File: src/rtl/mem_access_unit_if.sv
// Bus between the memory-access stage and its environment: control-unit request,
// data-memory port, MDR result and status. The slave side is the access unit.
interface mem_access_unit_if;
  logic        start;
  logic [2:0]  memOp;
  logic [31:0] aluOOut;
  logic [31:0] regBOut;
  logic [31:0] datMemOut;
  logic        datMemWr;
  logic [31:0] datMemAddr;
  logic [31:0] datMemWrData;
  logic [31:0] mdrOut;
  logic        busy;
  logic        done;
  logic        accErr;
  logic [1:0]  state_dbg;

  // Handshake: start is a one-cycle request taken only while busy=0; the unit
  // answers with exactly one done pulse (accErr valid in the same cycle) and
  // ignores start until it has returned to idle after that pulse.
  modport master (
    output start, memOp, aluOOut, regBOut, datMemOut,
    input  datMemWr, datMemAddr, datMemWrData, mdrOut, busy, done, accErr, state_dbg
  );
  modport slave (
    input  start, memOp, aluOOut, regBOut, datMemOut,
    output datMemWr, datMemAddr, datMemWrData, mdrOut, busy, done, accErr, state_dbg
  );
endinterface

File: src/rtl/mem_access_unit.sv
// Memory-access stage: big-endian byte/half/word loads and stores against a
// word-wide data memory, read-modify-write for sub-word stores, MDR extension.
module mem_access_unit #(
  parameter int MEM_BYTES = 128,
  parameter int RD_LAT    = 1
) (
  input logic              clk,
  input logic              rst,
  mem_access_unit_if.slave bus
);
  typedef enum logic [1:0] {IDLE = 2'd0, READ = 2'd1, WRITE = 2'd2, DONE = 2'd3} state_t;

  localparam logic [1:0]  CNT_LAST = 2'(RD_LAT - 1);
  localparam logic [31:0] ADDR_MAX = 32'(MEM_BYTES - 4);

  state_t      state_q, state_d;
  logic [2:0]  op_q, op_d;
  logic [31:0] addr_q, addr_d;
  logic [15:0] regb_q, regb_d;
  logic [31:0] wdat_q, wdat_d;
  logic [31:0] mdr_q, mdr_d;
  logic        err_q, err_d;
  logic [1:0]  cnt_q, cnt_d;

  function automatic logic is_half(input logic [2:0] op);
    return (op == 3'b001) || (op == 3'b101) || (op == 3'b110);
  endfunction

  function automatic logic is_word(input logic [2:0] op);
    return (op == 3'b010) || (op == 3'b111);
  endfunction

  function automatic logic is_store(input logic [2:0] op);
    return (op == 3'b011) || (op == 3'b110) || (op == 3'b111);
  endfunction

  logic        req_err;
  logic [4:0]  byte_sh, half_sh;
  logic [7:0]  byte_lane;
  logic [15:0] half_lane;
  logic [31:0] load_val, merge_val;

  assign req_err = (is_half(bus.memOp) && bus.aluOOut[0]) ||
                   (is_word(bus.memOp) && (bus.aluOOut[1:0] != 2'b00)) ||
                   ({bus.aluOOut[31:2], 2'b00} > ADDR_MAX);

  // Big-endian lanes: offset 0 is the most significant byte/half of the word.
  assign byte_sh   = {~addr_q[1:0], 3'b000};
  assign half_sh   = {~addr_q[1], 4'b0000};
  assign byte_lane = 8'(bus.datMemOut >> byte_sh);
  assign half_lane = 16'(bus.datMemOut >> half_sh);

  always_comb begin
    load_val = bus.datMemOut;
    case (op_q)
      3'b000:  load_val = {{24{byte_lane[7]}}, byte_lane};
      3'b100:  load_val = {24'b0, byte_lane};
      3'b001:  load_val = {{16{half_lane[15]}}, half_lane};
      3'b101:  load_val = {16'b0, half_lane};
      default: load_val = bus.datMemOut;
    endcase
  end

  always_comb begin
    if (op_q == 3'b011)
      merge_val = (bus.datMemOut & ~(32'h0000_00FF << byte_sh)) | ({24'b0, regb_q[7:0]} << byte_sh);
    else
      merge_val = (bus.datMemOut & ~(32'h0000_FFFF << half_sh)) | ({16'b0, regb_q} << half_sh);
  end

  always_comb begin
    state_d = state_q;
    op_d    = op_q;
    addr_d  = addr_q;
    regb_d  = regb_q;
    wdat_d  = wdat_q;
    mdr_d   = mdr_q;
    err_d   = err_q;
    cnt_d   = cnt_q;
    case (state_q)
      IDLE: begin
        if (bus.start) begin
          op_d   = bus.memOp;
          addr_d = bus.aluOOut;
          regb_d = bus.regBOut[15:0];
          err_d  = req_err;
          cnt_d  = 2'd0;
          if (req_err) begin
            state_d = DONE;
          end else if (bus.memOp == 3'b111) begin
            wdat_d  = bus.regBOut;
            state_d = WRITE;
          end else begin
            state_d = READ;
          end
        end
      end
      READ: begin
        if (cnt_q == CNT_LAST) begin
          if (is_store(op_q)) begin
            wdat_d  = merge_val;
            state_d = WRITE;
          end else begin
            mdr_d   = load_val;
            state_d = DONE;
          end
        end else begin
          cnt_d = cnt_q + 2'd1;
        end
      end
      WRITE:   state_d = DONE;
      DONE:    state_d = IDLE;
      default: state_d = IDLE;
    endcase
  end

  always_ff @(posedge clk or posedge rst) begin
    if (rst) begin
      state_q <= IDLE;
      op_q    <= 3'b000;
      addr_q  <= 32'b0;
      regb_q  <= 16'b0;
      wdat_q  <= 32'b0;
      mdr_q   <= 32'b0;
      err_q   <= 1'b0;
      cnt_q   <= 2'd0;
    end else begin
      state_q <= state_d;
      op_q    <= op_d;
      addr_q  <= addr_d;
      regb_q  <= regb_d;
      wdat_q  <= wdat_d;
      mdr_q   <= mdr_d;
      err_q   <= err_d;
      cnt_q   <= cnt_d;
    end
  end

  // Status and the write strobe decode straight from the state register so an
  // asynchronous reset removes them in the same instant.
  assign bus.datMemWr    = (state_q == WRITE);
  assign bus.datMemAddr  = {addr_q[31:2], 2'b00};
  assign bus.datMemWrData = wdat_q;
  assign bus.mdrOut      = mdr_q;
  assign bus.busy        = (state_q != IDLE);
  assign bus.done        = (state_q == DONE);
  assign bus.accErr      = (state_q == DONE) && err_q;
  assign bus.state_dbg   = state_q;
endmodule

File: src/flat_wrapper.sv
// flat-port wrapper written by rule: the top's interface ports become plain ports
module mem_access_unit_flat 
#(
  parameter int MEM_BYTES = 128,
  parameter int RD_LAT    = 1
)
  (clk, rst, bus_start, bus_memOp, bus_aluOOut, bus_regBOut, bus_datMemOut, bus_datMemWr, bus_datMemAddr, bus_datMemWrData, bus_mdrOut, bus_busy, bus_done, bus_accErr, bus_state_dbg);
  mem_access_unit_if bus_i ();
  input logic clk;
  input logic rst;
  input wire logic [$bits(bus_i.start)-1:0] bus_start;
  input wire logic [$bits(bus_i.memOp)-1:0] bus_memOp;
  input wire logic [$bits(bus_i.aluOOut)-1:0] bus_aluOOut;
  input wire logic [$bits(bus_i.regBOut)-1:0] bus_regBOut;
  input wire logic [$bits(bus_i.datMemOut)-1:0] bus_datMemOut;
  output wire logic [$bits(bus_i.datMemWr)-1:0] bus_datMemWr;
  output wire logic [$bits(bus_i.datMemAddr)-1:0] bus_datMemAddr;
  output wire logic [$bits(bus_i.datMemWrData)-1:0] bus_datMemWrData;
  output wire logic [$bits(bus_i.mdrOut)-1:0] bus_mdrOut;
  output wire logic [$bits(bus_i.busy)-1:0] bus_busy;
  output wire logic [$bits(bus_i.done)-1:0] bus_done;
  output wire logic [$bits(bus_i.accErr)-1:0] bus_accErr;
  output wire logic [$bits(bus_i.state_dbg)-1:0] bus_state_dbg;
  assign bus_i.start = bus_start;
  assign bus_i.memOp = bus_memOp;
  assign bus_i.aluOOut = bus_aluOOut;
  assign bus_i.regBOut = bus_regBOut;
  assign bus_i.datMemOut = bus_datMemOut;
  assign bus_datMemWr = bus_i.datMemWr;
  assign bus_datMemAddr = bus_i.datMemAddr;
  assign bus_datMemWrData = bus_i.datMemWrData;
  assign bus_mdrOut = bus_i.mdrOut;
  assign bus_busy = bus_i.busy;
  assign bus_done = bus_i.done;
  assign bus_accErr = bus_i.accErr;
  assign bus_state_dbg = bus_i.state_dbg;
  mem_access_unit #(.MEM_BYTES(MEM_BYTES), .RD_LAT(RD_LAT)) u_core (.clk(clk), .rst(rst), .bus(bus_i));
endmodule
File: config.mk
export PLATFORM = sky130hd
export DESIGN_NAME = mem_access_unit_flat
export DESIGN_NICKNAME = d
export VERILOG_FILES = /design/src/rtl/mem_access_unit_if.sv /design/src/rtl/mem_access_unit.sv /design/src/flat_wrapper.sv
export SDC_FILE = /design/constraint.sdc
export NUM_CORES = 1
export LEC_CHECK = 0
export CAP_MARGIN = 30
export CELL_PAD_IN_SITES_DETAIL_PLACEMENT = 0
export CELL_PAD_IN_SITES_GLOBAL_PLACEMENT = 1
export CORE_ASPECT_RATIO = 0.5
export CORE_MARGIN = 1
export CORE_UTILIZATION = 35
export DETAILED_ROUTE_END_ITERATION = 12
export HOLD_SLACK_MARGIN = 0.08
export PLACE_DENSITY = 0.79
export SYNTH_ARGS = -nofsm -noshare
export SYNTH_HDL_FRONTEND = slang
export SYNTH_SLANG_ARGS = --single-unit
File: constraint.sdc
create_clock -name clk -period 10.4 [get_ports clk]
set_input_delay 2.6 -clock clk [delete_from_list [all_inputs] [get_ports clk]]
set_output_delay 2.6 -clock clk [all_outputs]
set_load 0.01 [all_outputs]
==> out/metrics.cfg, run 1 <==
[outcome]
outcome=complete, no violations

[cts]
post_cts_resized=0
clock-root-buffer=clkbuf_16
clk_latency_ns=0.42
cts_buffers=17
cts_buffer_depth=2
cts_tree=yes
hold_buffers=0
cts_max_level=4
path_clk_slew_ns=0.06
cts_setup_buffers=0
clock_sinks=120

[grt]
grt_pass1_wl_microns=32300
busiest_layer=met2
gr-usage-all-layers_pct=21.9
gr-usage-met1_pct=29.6
gr-usage-met2_pct=34.2
grt_pass1_vias=5751
grt_max_degree=73
antenna_found_initial=1
grt.overflow.total=0
use_met3_pct=6.15

[detailed_routing]
vias=5496
postRouteAntennaNets=0
drcViolationCount=0
drt_wl_total_microns=20200
wl_per_cell_microns=19.5
drt_iter0_markers=438
via_per_inst=5.30
first_pass_iters=5

[power]
p_total_mw=2.91
switchingPower_mw=1.11
p_leak_nw=3.67
powerDensity_nw_per_um2=324
pwr-share-comb_pct=49.3
pwr-share-seq_pct=30.2
ir_worst_vdd_mv=0.127
power_frac_clock_pct=20.4
swShare_pct=38.0
p_int_mw=1.81

[timing]
setup_viol=0
period_needed_ns=5.16
totalNegativeSetupSlack_ns=0
fin_skew_ns=0.00478
worstMarginPinSlew_ns=1.00
fin_crit_sh_pct=49.6
rsz0062_at_grt=no
fmax_mhz=194
hold_viol_final=0
setup_ws_ns=5.24
slew_headroom_pct=32.9
drv_slew=0

[floorplanning]
die_area_sq_um=19100
die_y_microns=98.3
die_w_microns=195
ios=204
coreArea_sq_um=17700
num_rows=34
start_util_pct=36.6

[final_layout]
nNetsFinal=897
drive_gt1_share_pct=14.1
num_antenna_cells=0
syn2layout_area_growth_pct=38.3
fin_cells=1037
fillers=1637

[place]
dp_hpwl_microns=14700
dp.cells=1005
preCtsSetupSlack_ns=4.87
port-buffer-count=201
gp_congestion=0.852

[synth]
synth_top_area_cell=dfrtp_1
synth-edff-count=0
yosys_warnings=0
syn_area_per_cell_sq_um=10.1
netlist_area_sq_um=6490
ys_seq_area_share_pct=46.3
ys_top_cells_by_area=dfrtp_1 (46%), mux2_2 (9.5%), mux2i_1 (5.6%), buf_4 (4.1%), nor2_1 (3.5%)
synthArstFlopShare_pct=100
synthTopCellsByCount=dfrtp_1 (120), nor2_1 (60), mux2_2 (55)
ys.flop_type=dfrtp_1
ys_ff_latch=120
yosysTopAreaCellShare_pct=46.3
syn_inst=644
yosys.cell_count.top_type=dfrtp_1
synth_cell_type_count=50

[worst_setup_path]
reg2reg_slack_ns=6.66
cp-start-kind=input pin
crit_arrival_ns=5.46
reg2reg_to=u_core.bus.datMemWrData[7]
path_max_fanout=26
worstReg2RegStart=u_core.bus.state_dbg[1]
timing_worst_setup_path_type=input pin to flip-flop
critPathCaptureType=flip-flop
required_ns=10.71
reg2reg_depth=8

[min_path]
hold-path-endpoint=u_core.bus.mdrOut[3]
min_path_cells=2
worstHoldStart=u_core.bus.mdrOut[3]
hold_class=flip-flop to flip-flop

[run]
drv_cap=0

## routing by layer
| metal | wire, microns | vias up |
|---|---|---|
| met1 | 9290 | 2713 |
| met2 | 9250 | 178 |
| met3 | 1410 | 27 |
| met4 | 255 | 2 |
| met5 | 13 | - |
| li1 | - | 2576 |
## cell families (layout without fill, tap and decap cells)
family	count (synthesis)	after routing	share of synthesized area, %
AO/OA/AOI/OAI	155	155	16.7
AND/OR/NAND/NOR	150	150	10.8
flip-flops	120	120	46.3
buffers and inverters	119	277	9.43
multiplexers	94	94	15.8
adder cells (fa/ha/maj)	5	5	0.964
other	1	2	0.0578
## worst max-delay path: stages
cell             delay (ns)
clkdlybuf4s50_1        0.57
mux2i_1                0.19
a2111oi_4              0.90
a31o_1                 0.40
buf_4                  0.40
mux2_2                 0.38
## layout by cell type, fill, tap and decap left out, types with 3 or more instances in the layout
master and n:
mux2_2 55, a311oi_1 16, o221ai_1 16, a22o_1 3
clkinv_2 4, nor2_1 60, a2111oi_0 3, nor4_1 5
o21ai_0 35, nand2_1 32, ha_1 4, mux2i_1 36
a221oi_1 8, a31o_2 10, nand3_1 20, clkbuf_8 3
a21oi_1 23, clkbuf_16 17, clkinvlp_4 6, clkdlybuf4s50_1 201
o22ai_1 7, nand2b_1 18, a31oi_1 22, inv_1 36
buf_4 7, dfrtp_1 120
## metrics by stage
stage          hold WS (ns)  instance area (sq um)  util [%]
4_1_cts               0.482                   8970      50.6
2_1_floorplan         0.470                   6490         -
3_5_place_dp          0.470                   8380      47.3
3_3_place_gp          0.465                   8380      47.3
5_1_grt               0.508                   8970      50.6
6_report              0.484                   8970      50.6
## power groups by stage
stage          registers, mW  clock network [mW]  logic (mW)
6_report               0.880               0.595        1.44
3_5_place_dp           0.885                   0        1.44
4_1_cts                0.880               0.604        1.45
3_3_place_gp           0.879                   0        1.42
2_1_floorplan          0.881                   0       0.875
5_1_grt                0.912               0.621        1.57
## sequential cells by signal, indices dropped and copies added (netlist names)
| register | count |
|---|---|
| u_core.addr_q | 32 |
| u_core.bus.datMemWrData | 32 |
| u_core.bus.mdrOut | 32 |
| u_core.regb_q | 16 |
| u_core.op_q | 3 |
| u_core.bus.state_dbg | 2 |
| u_core.cnt_q | 2 |
| u_core.err_q | 1 |
## layout make-up
cell class | instances | area (sq um) | area share (%)
clock inverters | 12 | 125 | 1.39
flip-flops and latches | 120 | 3000 | 33.5
repair buffers | 208 | 2060 | 23.0
inverters | 37 | 141 | 1.58
clock buffers | 20 | 467 | 5.20
well taps | 234 | 293 | 3.26
multi-input cells | 406 | 2880 | 32.1
## how the worst max path moves through the flow
| stage | startpoint | cells past startpoint | slack [ns] | endpoint |
|---|---|---|---|---|
| 2_1_floorplan | rst | 1 | 4.61 | u_core.addr_q[0] |
| 3_3_place_gp | bus_start | 6 | 4.95 | u_core.bus.datMemWrData[5] |
| 3_5_place_dp | bus_start | 6 | 4.87 | u_core.bus.datMemWrData[7] |
| 4_1_cts | bus_start | 6 | 5.30 | u_core.bus.datMemWrData[7] |
| 5_1_grt | bus_start | 6 | 5.11 | u_core.bus.datMemWrData[7] |
| 6_report | bus_start | 6 | 5.24 | u_core.bus.datMemWrData[7] |
Note: power is estimated with default switching activity, not from simulation.
==> run 2, diff against run 1 <==
--- a/config.mk
+++ b/config.mk
@@ -10,10 +10,10 @@
 export CELL_PAD_IN_SITES_GLOBAL_PLACEMENT = 1
 export CORE_ASPECT_RATIO = 0.5
 export CORE_MARGIN = 1
-export CORE_UTILIZATION = 35
+export CORE_UTILIZATION = 32
 export DETAILED_ROUTE_END_ITERATION = 12
 export HOLD_SLACK_MARGIN = 0.08
-export PLACE_DENSITY = 0.79
+export PLACE_DENSITY = 0.76
 export SYNTH_ARGS = -nofsm -noshare
 export SYNTH_HDL_FRONTEND = slang
 export SYNTH_SLANG_ARGS = --single-unit
==> constraint.sdc (replaced) <==
create_clock -name clk -period 4.7 [get_ports clk]
set_input_delay 1.175 -clock clk [delete_from_list [all_inputs] [get_ports clk]]
set_output_delay 1.175 -clock clk [all_outputs]
set_load 0.01 [all_outputs]
==> run 2 against run 1 <==
Core utilization decreased by 4.6 points. Clock skew rose by 0.0031 ns. Critical endpoint is now u_core.bus.datMemWrData[18]. Critical path depth unchanged.
==> out/metrics.cfg, run 2 (synthesis results as in run 1) <==
[cts]
cts_tree=yes  ; unchanged
clock-root-buffer=clkbuf_16  ; unchanged
clock_sinks=120  ; unchanged
cts_buffer_depth=2  ; unchanged
cts_setup_buffers=0  ; unchanged
clk_latency_ns=0.42  ; about the same
post_cts_resized=0  ; unchanged
cts_buffers=17  ; unchanged
hold_buffers=0  ; unchanged
path_clk_slew_ns=0.05  ; was 0.06 ns
cts_max_level=4  ; unchanged

[detailed_routing]
vias=5570  ; was 5,496
via_per_inst=5.20  ; was 5.30
drt_wl_total_microns=20700  ; was 20,200 microns
drcViolationCount=0  ; unchanged
drt_iter0_markers=389  ; was 438
postRouteAntennaNets=0  ; unchanged
wl_per_cell_microns=19.4  ; was 19.5 microns
first_pass_iters=8  ; was 5

[place]
post_dp_cell_area_sq_um=8480  ; was 8380 sq um
dp.cells=1043  ; was 1,005
port-buffer-count=201  ; unchanged
preCtsSetupSlack_ns=0.668  ; was 4.87 ns
gp_congestion=0.814  ; was 0.852
dp_hpwl_microns=15300  ; was 14,700 microns

[power]
ir_worst_vdd_mv=0.315  ; was 0.127 mV
pwr-share-comb_pct=50.0  ; was 49.3%
swShare_pct=37.7  ; was 38.0%
switchingPower_mw=2.42  ; was 1.11 mW
powerDensity_nw_per_um2=709  ; was 324 nW/um^2
p_total_mw=6.41  ; was 2.91 mW
pwr-share-seq_pct=30.6  ; was 30.2%
power_frac_clock_pct=19.4  ; was 20.4%
p_int_mw=3.99  ; was 1.81 mW
p_leak_nw=3.71  ; was 3.67 nW

[timing]
slew_headroom_pct=49.4  ; was 32.9%
worstMarginPinSlew_ns=0.759  ; was 1.00 ns
fmax_mhz=276
fin_crit_sh_pct=77.2
hold_viol_final=0  ; unchanged
setup_ws_ns=1.07  ; was 5.24 ns
period_needed_ns=3.63
rsz0062_at_grt=no  ; unchanged
fin_skew_ns=0.00785  ; was 0.00478 ns
drv_slew=0  ; unchanged
timing.hold.ws_ns=0.476  ; was 0.484 ns
setup_viol=0  ; unchanged
totalNegativeSetupSlack_ns=0  ; unchanged

[worst_setup_path]
required_ns=5.03  ; was 10.71 ns
reg2reg_depth=9  ; was 8
path_max_fanout=17  ; was 26
crit_arrival_ns=3.96  ; was 5.46 ns
worstReg2RegStart=u_core.bus.state_dbg[1]  ; unchanged
timing_worst_setup_path_type=input pin to flip-flop  ; unchanged
critPathCaptureType=flip-flop  ; unchanged
reg2reg_slack_ns=1.47  ; was 6.66 ns
crit_buf_inv=2  ; unchanged
cp-start-kind=input pin  ; unchanged
cp_slowest_cell=and4_1  ; was a2111oi_4
path_delay_family=simple AND/OR/NAND/NOR gates  ; was compound AO/OA/AOI/OAI gates
path_cells=clkdlybuf4s50_1 -> nor4_1 -> and4_1 -> a31o_1 -> buf_4 -> mux2i_1  ; was clkdlybuf4s50_1 -> mux2i_1 -> a2111oi_4 -> a31o_1 -> buf_4 -> mux2_2
reg2reg_to=u_core.bus.datMemWrData[18]  ; was u_core.bus.datMemWrData[7]
max_stage_delay_ns=0.68  ; was 0.90 ns

[final_layout]
layout_commonest_cell=clkdlybuf4s50_1  ; unchanged
fin_cells=1071  ; was 1,037
utilization_pct=46.0  ; was 50.6%
mostFrequentLayoutCells=clkdlybuf4s50_1 (201), dfrtp_1 (120), nor2_1 (60)  ; unchanged
fillers=1878  ; was 1,637
final_area_sq_um=9040  ; was 8970 sq um
drive_gt1_share_pct=14.0  ; was 14.1%
nNetsFinal=903  ; was 897
syn2layout_area_growth_pct=39.3  ; was 38.3%
num_antenna_cells=0  ; unchanged

[grt]
grt_pass1_vias=5601  ; was 5,751
use_met3_pct=5.47  ; was 6.15%
gr-usage-met1_pct=26.4  ; was 29.6%
gr-usage-met2_pct=32.3  ; was 34.2%
grt.overflow.total=0  ; unchanged
busiest_layer=met2  ; unchanged
gr-usage-all-layers_pct=20.1  ; was 21.9%
grt_max_degree=60  ; was 73
grt_pass1_wl_microns=31600  ; was 32,300 microns
antenna_found_initial=1  ; unchanged

[min_path]
hold-path-endpoint=u_core.bus.mdrOut[0]  ; was u_core.bus.mdrOut[3]
hold_class=flip-flop to flip-flop  ; unchanged
worstHoldStart=u_core.bus.mdrOut[0]  ; was u_core.bus.mdrOut[3]
min_path_cells=2  ; unchanged

[floorplanning]
die_y_microns=103  ; was 98.3 microns
ios=204  ; unchanged
die_w_microns=203  ; was 195 microns
num_rows=36  ; was 34
coreArea_sq_um=19600  ; was 17,700 sq um
die_area_sq_um=20900  ; was 19,100 sq um
start_util_pct=33.0  ; was 36.6%

[run]
drv_cap=0  ; unchanged

[outcome]
outcome=complete, no violations  ; unchanged

## run 2: power groups by stage
stage	clock, mW	sequential [mW]	combinational (mW)
after floorplan	0	1.95	1.94
final	1.24	1.96	3.20
after detailed placement	0	1.97	3.21
after global routing	1.31	2.03	3.48
after CTS	1.27	1.96	3.22
after global placement	0	1.96	3.17
## run 2: per-layer routing
| layer | vias to the layer above | share of wire (%) | routed length (microns) |
|---|---|---|---|
| li1 | 2589 | - | - |
| met1 | 2757 | 45 | 9420 |
| met2 | 197 | 47 | 9710 |
| met3 | 25 | 6.0 | 1240 |
| met4 | 2 | 1.7 | 348 |
| met5 | - | 0.063 | 13 |
## run 2: layout make-up
cell class / instances / area [sq um] / share of cell area [%]
Clock buffer: 25 / 515 / 5.70
Clock inverter: 3 / 40.0 / 0.443
Inverter: 37 / 141 / 1.56
Multi-Input combinational cell: 406 / 2880 / 31.9
Sequential cell: 120 / 3000 / 33.2
Tap cell: 266 / 333 / 3.68
Timing Repair Buffer: 214 / 2120 / 23.5
## run 2: worst min-delay path, stage by stage (launching register included)
cell and delay (ns):
dfrtp_1 0.34, nand2_1 0.05, o21ai_0 0.06
## run 2: worst max-delay path by stage
stage | start | to | slack, ns | cells after the start
after CTS | bus_aluOOut[26] | u_core.bus.datMemWrData[21] | 1.12 | 6
after floorplan | rst | u_core.addr_q[0] | 0.34 | 1
after global routing | bus_aluOOut[26] | u_core.bus.datMemWrData[4] | 0.92 | 6
after detailed placement | bus_aluOOut[26] | u_core.bus.datMemWrData[4] | 0.67 | 6
final | bus_aluOOut[26] | u_core.bus.datMemWrData[18] | 1.07 | 6
after global placement | bus_aluOOut[30] | u_core.bus.datMemWrData[20] | 0.79 | 6
==> run 3, diff against run 2 <==
==> constraint.sdc (replaced) <==
create_clock -name clk -period 3.3 [get_ports clk]
set_input_delay 0.825 -clock clk [delete_from_list [all_inputs] [get_ports clk]]
set_output_delay 0.825 -clock clk [all_outputs]
set_load 0.01 [all_outputs]
==> run 3 against run 2 <==
Via count increased by 0.13%. Clock-buffer cell count decreased by 5. First-iteration DRC count increased by 15%. Register-to-register slack got worse by 0.80 ns. Cell count increased by 0.75%. Routed wire length decreased by 0.79%. Highest routed layer unchanged. Design area increased by 1.1%. Setup slack got worse by 0.62 ns. Non-clock buffer count increased by 4. Global-route usage decreased by 0.17 points. Clock skew about the same.
==> out/metrics.cfg, run 3 (synthesis results as in run 1) <==
[cts]
cts_max_level=4  ; unchanged
cts_tree=yes  ; unchanged
clock_sinks=120  ; unchanged
clk_latency_ns=0.42  ; about the same
hold_buffers=0  ; unchanged
post_cts_resized=0  ; unchanged
clock-root-buffer=clkbuf_16  ; unchanged
cts_buffers=17  ; unchanged
path_clk_slew_ns=0.05  ; about the same
cts_buffer_depth=2  ; unchanged
cts_setup_buffers=0  ; unchanged

[detailed_routing]
first_pass_iters=5  ; was 8
via_per_inst=5.17  ; was 5.20
postRouteAntennaNets=0  ; unchanged
drcViolationCount=0  ; unchanged
wl_per_cell_microns=19.1  ; was 19.4 microns
vias=5577  ; was 5,570
drt_wl_total_microns=20600  ; was 20,700 microns
drt_iter0_markers=446  ; was 389

[place]
gp_congestion=0.836  ; was 0.814
post_dp_cell_area_sq_um=8520  ; was 8480 sq um
dp.cells=1047  ; was 1,043
port-buffer-count=201  ; unchanged
dp_hpwl_microns=15000  ; was 15,300 microns

[timing]
worstMarginPinSlew_ns=0.746  ; was 0.759 ns
drv_slew=0  ; unchanged
fin_crit_sh_pct=86.1
hold_viol_final=0  ; unchanged
totalNegativeSetupSlack_ns=0  ; unchanged
fin_skew_ns=0.00764  ; was 0.00785 ns
period_needed_ns=2.84
fmax_mhz=352
slew_headroom_pct=50.3  ; was 49.4%
setup_viol=0  ; unchanged
timing.hold.ws_ns=0.479  ; was 0.476 ns
rsz0062_at_grt=no  ; unchanged

[final_layout]
final_area_sq_um=9130  ; was 9040 sq um
drive_gt1_share_pct=15.0  ; was 14.0%
fin_cells=1079  ; was 1,071
num_antenna_cells=0  ; unchanged
mostFrequentLayoutCells=clkdlybuf4s50_1 (201), dfrtp_1 (120), nor2_1 (60)  ; unchanged
nNetsFinal=907  ; was 903
layout_commonest_cell=clkdlybuf4s50_1  ; unchanged
syn2layout_area_growth_pct=40.8  ; was 39.3%

[worst_setup_path]
cp-start-kind=flip-flop  ; was input pin
timing_worst_setup_path_type=flip-flop to primary output  ; was input pin to flip-flop
reg2reg_to=u_core.bus.datMemWrData[5]  ; was u_core.bus.datMemWrData[18]
crit_start=u_core.bus.state_dbg[1]  ; was bus_aluOOut[26]
path_max_fanout=10  ; was 17
crit_arrival_ns=2.02  ; was 3.96 ns
critPathCaptureType=primary output  ; was flip-flop
required_ns=2.47  ; was 5.03 ns
reg2reg_depth=6  ; was 9
crit_path_end=bus_busy  ; was u_core.bus.datMemWrData[18]
worstReg2RegStart=u_core.op_q[1]  ; was u_core.bus.state_dbg[1]
reg2reg_slack_ns=0.67  ; was 1.47 ns

[power]
p_leak_nw=3.74  ; was 3.71 nW
ir_worst_vdd_mv=0.434  ; was 0.315 mV
p_total_mw=9.30  ; was 6.41 mW
powerDensity_nw_per_um2=1020  ; was 709 nW/um^2

[grt]
antenna_found_initial=1  ; unchanged
grt_pass1_vias=5564  ; was 5,601
grt_pass1_wl_microns=31600  ; about the same
grt_max_degree=121  ; was 60
grt.overflow.total=0  ; unchanged
gr-usage-all-layers_pct=19.9  ; was 20.1%

[run]
drv_cap=0  ; unchanged

[floorplanning]
coreArea_sq_um=19600  ; unchanged
num_rows=36  ; unchanged
die_y_microns=103  ; unchanged
ios=204  ; unchanged
start_util_pct=33.0  ; unchanged
die_area_sq_um=20900  ; unchanged
die_w_microns=203  ; unchanged

[outcome]
outcome=complete, no violations  ; unchanged

[min_path]
worstHoldStart=u_core.bus.mdrOut[4]  ; was u_core.bus.mdrOut[0]
hold_class=flip-flop to flip-flop  ; unchanged

[run 3: stage by stage]
| step | util, % | setup slack [ns] |
|---|---|---|
| 3_5_place_dp | 43.4 | 0.311 |
| 5_1_grt | 46.5 | 0.382 |
| 3_3_place_gp | 43.4 | 0.392 |
| 4_1_cts | 46.5 | 0.460 |
| 2_1_floorplan | - | 0.882 |
| 6_report | 46.5 | 0.458 |
[run 3: layer usage]
metal  GRT usage, %  routed length (microns)  share of wire [%]
met1           26.1                     9300                 45
met2           32.1                     9650                 47
met3           5.85                     1320                6.4
met4           5.90                      281                1.4
met5              0                       13              0.063
[run 3: where the power goes]
| part | switching (mW) | internal (mW) |
|---|---|---|
| sequential | 0.585 | 2.22 |
| combinational | 2.21 | 2.36 |
| clock | 0.700 | 1.22 |
[run 3: critical path: stages (launching register included)]
cell,delay [ns]
dfrtp_1,0.45
inv_1,0.12
ha_1,0.41
inv_1,0.11
clkdlybuf4s50_1,0.51
[run 3: worst min-delay path by stage]
stage | to | slack (ns) | cells after the start
after floorplan | u_core.err_q | 0.47 | 2
after global placement | u_core.bus.mdrOut[7] | 0.46 | 2
after detailed placement | u_core.bus.mdrOut[7] | 0.47 | 2
after CTS | u_core.bus.mdrOut[7] | 0.49 | 2
after global routing | u_core.bus.mdrOut[7] | 0.51 | 2
final | u_core.bus.mdrOut[4] | 0.48 | 2
[run 3: area by class of cell]
cell class	instances	area (sq um)
fill	1901	10500
sequential	120	3000
multi-input combinational	406	2880
timing repair buffer	218	2160
clock buffer	20	457
tap	266	333
clock inverter	12	150
inverter	37	143
